## config.mk

```make
export PLATFORM = sky130hd
export DESIGN_NAME = csr_master
export DESIGN_NICKNAME = d
export VERILOG_FILES = /design/src/rtl/csr_master.sv
export SDC_FILE = /design/constraint.sdc
export NUM_CORES = 1
export LEC_CHECK = 0
export ABC_AREA = 1
export ABC_CLOCK_PERIOD_IN_PS = 1350
export CORE_MARGIN = 8
export CORE_UTILIZATION = 41
export CTS_CLUSTER_DIAMETER = 100
export DETAILED_ROUTE_END_ITERATION = 10
export PLACE_DENSITY = 0.82
export SLEW_MARGIN = 40
export SYNTH_ARGS = -nofsm -noshare
export SYNTH_HDL_FRONTEND = slang
export SYNTH_SLANG_ARGS = --single-unit
```

## constraint.sdc

```tcl
create_clock -name clk -period 1.35 [get_ports clk]
set_input_delay 0.2025 -clock clk [delete_from_list [all_inputs] [get_ports clk]]
set_output_delay 0.2025 -clock clk [all_outputs]
set_load 0.03 [all_outputs]
```

## src/rtl/csr_master.sv

```systemverilog
// Zicsr read-modify-write sequencer between the execute stage and a CSR responder.
// Latency: rsp_valid 3 cycles after acceptance when a write occurs, 2 cycles otherwise.
// Backpressure: req_ready only in IDLE; the response is held stable until rsp_ready.
module csr_master #(
    parameter int XLEN = 32
) (
    input  logic            clk,
    input  logic            rst_n,
    input  logic            req_valid,
    output logic            req_ready,
    input  logic [2:0]      req_funct3,
    input  logic [11:0]     req_addr,
    input  logic [XLEN-1:0] req_rs1_data,
    input  logic [4:0]      req_rs1_idx,
    output logic [11:0]     rif_addr,
    input  logic [XLEN-1:0] rif_rdata,
    input  logic            rif_ro,
    input  logic            rif_exception,
    output logic            wif_valid,
    output logic [11:0]     wif_addr,
    output logic [XLEN-1:0] wif_data,
    output logic            rsp_valid,
    input  logic            rsp_ready,
    output logic [XLEN-1:0] rsp_rdata,
    output logic            rsp_exception
);

    typedef enum logic [1:0] {IDLE, READ, WRITE, RESP} state_e;

    state_e            state_q, state_d;
    logic [2:0]        funct3_q, funct3_d;
    logic [11:0]       addr_q, addr_d;
    logic [XLEN-1:0]   operand_q, operand_d;
    logic [4:0]        rs1_idx_q, rs1_idx_d;
    logic [XLEN-1:0]   old_q, old_d;
    logic [XLEN-1:0]   new_q, new_d;
    logic              exc_q, exc_d;

    logic              write_req;
    logic              illegal;
    logic [XLEN-1:0]   new_val;

    // Set/clear with rs1 = x0 (or uimm = 0) is a pure read and must not write.
    always_comb begin
        write_req = (funct3_q[1:0] == 2'b01) || (rs1_idx_q != 5'd0);
        illegal   = (funct3_q == 3'b000) || (funct3_q == 3'b100) ||
                    rif_exception || (write_req && rif_ro);
        case (funct3_q[1:0])
            2'b01:   new_val = operand_q;
            2'b10:   new_val = rif_rdata | operand_q;
            2'b11:   new_val = rif_rdata & ~operand_q;
            default: new_val = rif_rdata;
        endcase
    end

    always_comb begin
        state_d   = state_q;
        funct3_d  = funct3_q;
        addr_d    = addr_q;
        operand_d = operand_q;
        rs1_idx_d = rs1_idx_q;
        old_d     = old_q;
        new_d     = new_q;
        exc_d     = exc_q;
        case (state_q)
            IDLE: begin
                if (req_valid) begin
                    funct3_d  = req_funct3;
                    addr_d    = req_addr;
                    rs1_idx_d = req_rs1_idx;
                    operand_d = req_funct3[2] ? {{(XLEN-5){1'b0}}, req_rs1_idx} : req_rs1_data;
                    state_d   = READ;
                end
            end
            READ: begin
                old_d   = illegal ? '0 : rif_rdata;
                new_d   = new_val;
                exc_d   = illegal;
                state_d = (write_req && !illegal) ? WRITE : RESP;
            end
            WRITE: begin
                state_d = RESP;
            end
            RESP: begin
                if (rsp_ready) begin
                    state_d = IDLE;
                end
            end
            default: begin
                state_d = IDLE;
            end
        endcase
    end

    always_ff @(posedge clk or negedge rst_n) begin
        if (!rst_n) begin
            state_q   <= IDLE;
            funct3_q  <= '0;
            addr_q    <= '0;
            operand_q <= '0;
            rs1_idx_q <= '0;
            old_q     <= '0;
            new_q     <= '0;
            exc_q     <= 1'b0;
        end else begin
            state_q   <= state_d;
            funct3_q  <= funct3_d;
            addr_q    <= addr_d;
            operand_q <= operand_d;
            rs1_idx_q <= rs1_idx_d;
            old_q     <= old_d;
            new_q     <= new_d;
            exc_q     <= exc_d;
        end
    end

    assign req_ready     = (state_q == IDLE);
    assign rif_addr      = addr_q;
    assign wif_valid     = (state_q == WRITE);
    assign wif_addr      = addr_q;
    assign wif_data      = new_q;
    assign rsp_valid     = (state_q == RESP);
    assign rsp_rdata     = old_q;
    assign rsp_exception = (state_q == RESP) && exc_q;

endmodule

```

# Word level (Yosys, flattened, before mapping)
# Index checks and enable logic that the tools add are counted.
# totals
input_bits	90
ff_bits	119
# classes
bitwise_logic	3
eq_ne	9
mux	7
reduce_logical	13
# ops
op	count
$pmux 32 s3	1
$mux 32	2
$and 32x32->32	1
$not 32->32	1
$or 32x32->32	1
$eq 2x2->1 const B	4
$pmux 2 s4	1
$reduce_bool 5->1	1
$eq 2x1->1 const B	2
$logic_or 1x1->1	4
$mux 2	2
$reduce_and 2->1	2
$eq 3x3->1 const B	1
$logic_and 1x1->1	3
$logic_not 3->1	1
$logic_not 2->1	1
$ne 2x1->1 const B	1
$ne 2x2->1 const B	1
$logic_not 1->1	1
$mux 1	1

# Longest topological paths before layout
# logic_depth
word_depth	8
depth_mapped	8

# Least setup slack after synthesis
# No wires, ideal clock.
# synth_path
kind	flip-flop to flip-flop
startpoint	register state_q[0]
endpoint	register addr_q[10], in the netlist rif_addr[10]
required_ps	1284
path_stages_with_launch	9
arrival_time_ps	1609
slack_ps	-325
period_less_slack_ps	1675
path_cell_list	dfrtp_1 inv_1 ha_1 nand2_1 inv_2 buf_2 buf_2 nand2_1 nand2_1
# synth_between
elab_chain_len	2
# synth_rtl
item	line_no	source
start, declared	30	state_e state_q, state_d;
start signal, assigned	106	state_q <= state_d;
$logic_not 2->1	-	
net req_ready	10	output logic req_ready,
$reduce_and 2->1 (no source line)	-	
end signal, assigned	108	addr_q <= addr_d;
end, declared	32	logic [11:0] addr_q, addr_d;
# The timed path passes the listed nets, and every way through them passes these cells.
# A chain may end at the register's enable or synchronous reset.

# Worst setup path after layout
# layout_path
startpoint	register state_q[1]
endpoint	register new_q[31], in the netlist wif_data[31]
# layout_between
elab_chain_len	1
# layout_rtl
item	line_no	source
$eq 2x1->1	65	case (state_q)
end signal, assigned	112	new_q <= new_d;
end, declared	36	logic [XLEN-1:0] new_q, new_d;
# Every way passes these cells.

==> results.md <==
- The final setup skew is 5.29 ps.
- STA classifies the critical path endpoint as a flip-flop.
- The chip height is 130 µm.
- For this run, the leading register cell type out of synthesis is sky130_fd_sc_hd__dfrtp_1.
- The number of enable-type register cells in the synthesized netlist is 0.
- Entering global routing, the biggest net connects 52 pins.
- The clock passes through at most 2 buffers.
- Measured against its own limit, the worst slew margin works out to 77.9%.
- Wires add up to 20200 µm.
- The sequential cell fraction of total power is 24.4%.
- The critical path launch point type is a flip-flop.
- The number of antenna violations at the first check in global routing is 2.
- The data required time at the worst endpoint is 1640 ps.
- The portion of the clock cycle consumed by the worst path in the final layout is 114%.
- The wire length per cell after detailed routing is 20.6 µm.
- The worst hold path class is input port to async pin.
- The highest clock frequency the design can meet is 650 MHz.
- The flow ran to the end, but the final reports show violations.
- Combinational logic is responsible for 55.6% of the overall power.
- The first global-routing pass estimated 26900 µm of wire.
- Summed over all failing endpoints, the final setup total negative slack is -9150 ps.
- The transition time at the pin with the least slew margin is 331 ps.
- The number of buffers created by CTS is 17.
- The number of slew-limit violations in the final report is 0.
- In this run the standard cell core region covers 0.0126 mm².
- In the final layout, the multi-input gates occupy 0.00212 mm².
- The leakage power is 3.81 nW.
- The final route contains 5342 vias.
- After clock tree synthesis, the clock-pin slew on the worst setup and hold paths is 50 ps.
- The total number of yosys warnings is 0.
- The total inserted antenna cells is 0.
- Clock tree synthesis selected as its root buffer the cell sky130_fd_sc_hd__clkbuf_16.
- The number of nets produced by synthesis is 685.
- The initial utilization of the core area, before any placement, comes to 42.1%.
- The leftover overflow at the end of global routing is 0.
- The final critical-path required period is 1540 ps.
- The sink count of the clock tree is 118.
- Along the worst path, the maximum fanout reaches 6.
- The share of cells above drive strength 1 is 28.3%.
- The first-pass iteration count of the detailed router is 5.
- The fraction of registers with async set/reset is 100%.
- The final reports fail on negative setup slack.
- The die span in x is 130 µm.
- With fillers left out, the area of the finished cells amounts to 0.00900 mm².
- In this run, the number of DRC markers left after iteration 0 of detailed routing was 424.
- The number of distinct library cells after synthesis is 21.
- After detailed routing, the number of vias per cell comes to 5.46.
- The total of fill cells in the finished design is 856.
- The design draws 25.2 mW.
- IR analysis of the VDD net gives a maximum drop of 1.25 mV.
- The internal power of the cells is 14.6 mW.
- The mean post-synth cell area is 8.99 µm².
- The H-tree generated during clock tree synthesis spans 4 levels.
- Global routing used 20.8% of the available tracks.
- The switching power as a share of total power is 42.3%.
- The tool flagged a number of max-cap violations equal to 0.
- The number of design rule violations left after detail routing is 0.
- The setup-violating endpoint count in the final report is 109.
- TritonCTS built the clock tree.
- The net switching power is 10.7 mW.
- In this run the power density over the cells is 2800 mW/mm².
- The net count reported at finish is 887.
- The area growth from synthesis to final layout is 69.4%.
- The sequential cell area fraction in the yosys report is 55.6%.
- Hold timing on the final database bottoms out at a slack of 183 ps.
- The area of placed instances is 0.00745 mm².
- The clock latency on the worst-skew pair is 420 ps.
- The number of rows created at floorplan is 41.
- The congestion estimate from routability-driven global placement came to 0.788.
- The count of endpoints failing hold in the final timing report came to 0.
- In this run, synthesis produced a sequential element count of 118.
- After synthesis the cells add up to 0.00532 mm².
- The remaining antenna violation count is 0.
- The combined flip-flop and latch cell area is 0.00295 mm².
- The area of the die is 0.0169 mm².
- The final worst-path setup slack is -188 ps.
- The gate count after technology mapping is 591.
- The proportion of power drawn by the clock network is 20.0%.
- The via count of the first global-routing pass is 5224.
- The count of buffers from port buffering is 181.
- The I/O pin count is 182.
- The critical path is of the flip-flop to flip-flop type.
- Setup repair after global routing could not meet its margin everywhere.
- The half-perimeter wire length of the detailed placement result is 12000 µm.
- STA puts the critical path data arrival time at 1820 ps.
## cell families after synthesis
kind of cell    count (synthesis)  synth area share (%)
xor+xnor                        1                 0.165
compound gates                145                  16.9
flops                         118                  55.6
buf+inv                       133                  10.8
fa+ha+maj                       4                 0.942
simple gates                  190                  15.6
## cells in the mapped netlist, types with 2 or more instances
master,n,area [µm²]
sky130_fd_sc_hd__o21ai_0,40,200
sky130_fd_sc_hd__inv_2,3,11.3
sky130_fd_sc_hd__or2_1,30,188
sky130_fd_sc_hd__a31oi_1,33,206
sky130_fd_sc_hd__o22ai_1,38,238
sky130_fd_sc_hd__buf_2,9,45.0
sky130_fd_sc_hd__buf_4,16,120
sky130_fd_sc_hd__dfrtp_1,118,2950
sky130_fd_sc_hd__nand3_1,28,140
sky130_fd_sc_hd__clkbuf_1,24,90.1
sky130_fd_sc_hd__o211ai_1,32,240
sky130_fd_sc_hd__or2_2,2,12.5
sky130_fd_sc_hd__clkbuf_2,3,15.0
sky130_fd_sc_hd__nand2_1,86,323
sky130_fd_sc_hd__inv_1,78,293
sky130_fd_sc_hd__nor2_1,43,161
sky130_fd_sc_hd__ha_1,4,50.1
## critical path: stages (launching register included)
cell	delay [ps]
sky130_fd_sc_hd__dfrtp_1	380
sky130_fd_sc_hd__buf_4	150
sky130_fd_sc_hd__inv_4	70
sky130_fd_sc_hd__buf_12	100
sky130_fd_sc_hd__ha_4	170
sky130_fd_sc_hd__buf_12	150
sky130_fd_sc_hd__buf_12	130
sky130_fd_sc_hd__clkbuf_16	170
sky130_fd_sc_hd__a31oi_4	80
## worst paths after layout
| check | slack [ps] | cells after the start | end | from |
|---|---|---|---|---|
| worst max-delay path | -190 | 8 | wif_data[31]$_DFFE_PN0P_ | state_q[1]$_DFFE_PN0P_ |
| worst min-delay path | 180 | 2 | rsp_rdata[22]$_DFFE_PN0P_ | rst_n |
| worst max register to register | -190 | 8 | wif_data[31]$_DFFE_PN0P_ | state_q[1]$_DFFE_PN0P_ |
| worst min register to register | 500 | 2 | rs1_idx_q[4]$_DFFE_PN0P_ | rs1_idx_q[4]$_DFFE_PN0P_ |
| max in group asynchronous | 640 | 3 | rif_addr[8]$_DFFE_PN0P_ | rst_n |
| min in group clk | 320 | 3 | rif_addr[11]$_DFFE_PN0P_ | req_addr[11] |
## power by group through the flow
stage	sequential, mW	combinational [mW]	clock [mW]
floorplan	8.06	4.84	0
detailed placement	6.10	11.4	0
finish	6.15	14.0	5.04
global route	6.31	14.8	5.26
CTS	6.08	11.6	5.09
global placement	6.03	11.0	0
## flip-flops by register name, summed over array words and instances (netlist names)
register,flops
operand_q,32
rsp_rdata,32
rs1_idx_q,5
state_q,2
exc_q,1
rif_addr,12
wif_data,32
funct3_q,2
## layout by cell type, fill, tap and decap left out, types with 6 or more instances in the layout
cell type,netlist,routed
sky130_fd_sc_hd__buf_2,9,7
sky130_fd_sc_hd__or2_1,30,30
sky130_fd_sc_hd__a31oi_1,33,23
sky130_fd_sc_hd__buf_4,16,16
sky130_fd_sc_hd__nand2_1,86,80
sky130_fd_sc_hd__clkdlybuf4s50_1,0,88
sky130_fd_sc_hd__dfrtp_1,118,117
sky130_fd_sc_hd__nor2_1,43,38
sky130_fd_sc_hd__nand3_1,28,28
sky130_fd_sc_hd__inv_1,78,74
sky130_fd_sc_hd__o22ai_1,38,24
sky130_fd_sc_hd__o22ai_2,0,14
sky130_fd_sc_hd__buf_8,0,6
sky130_fd_sc_hd__o211ai_1,32,32
sky130_fd_sc_hd__buf_12,0,19
sky130_fd_sc_hd__clkbuf_16,0,26
sky130_fd_sc_hd__buf_6,0,6
sky130_fd_sc_hd__a31oi_4,0,10
sky130_fd_sc_hd__clkdlybuf4s15_2,0,78
sky130_fd_sc_hd__o21ai_0,40,37
## layer usage
| metal | vias to the layer above | part of all wire (%) | GRT usage (%) | wire length (µm) |
|---|---|---|---|---|
| met4 | 4 | 4.3 | 10.9 | 867 |
| met1 | 2620 | 37 | 22.4 | 7370 |
| met3 | 67 | 7.9 | 6.36 | 1590 |
| met5 | - | 0.15 | 0 | 31 |
| met2 | 288 | 51 | 36.4 | 10300 |
| li1 | 2363 | - | - | - |
## stage by stage
stage	utilization, %	setup slack [ps]	cells
final	71.3	-188	978
after global routing	71.3	-232	978
after CTS	66.6	-184	960
after detailed placement	59.1	-108	920
after global placement	59.1	-52.7	920
after floorplan	-	-36.9	591
## area by class of cell
cell class,count,share of cell area (%)
clock inverter,9,1.89
timing repair buffer,234,30.3
inverter,81,3.54
multi-input combinational,340,23.5
sequential,118,32.8
tap,172,2.39
timing repair inverter,1,0.0834
clock buffer,23,5.42
## timing repair
action	in CTS	in global routing
endpoints found under the setup margin	111	135
endpoints found under the hold margin	118	0
resized for setup	275	82
gates cloned	3	13
hold buffers	1	0
buffers inserted	4	7
pin swaps	14	8
Note: power is estimated with default switching activity, not from simulation.
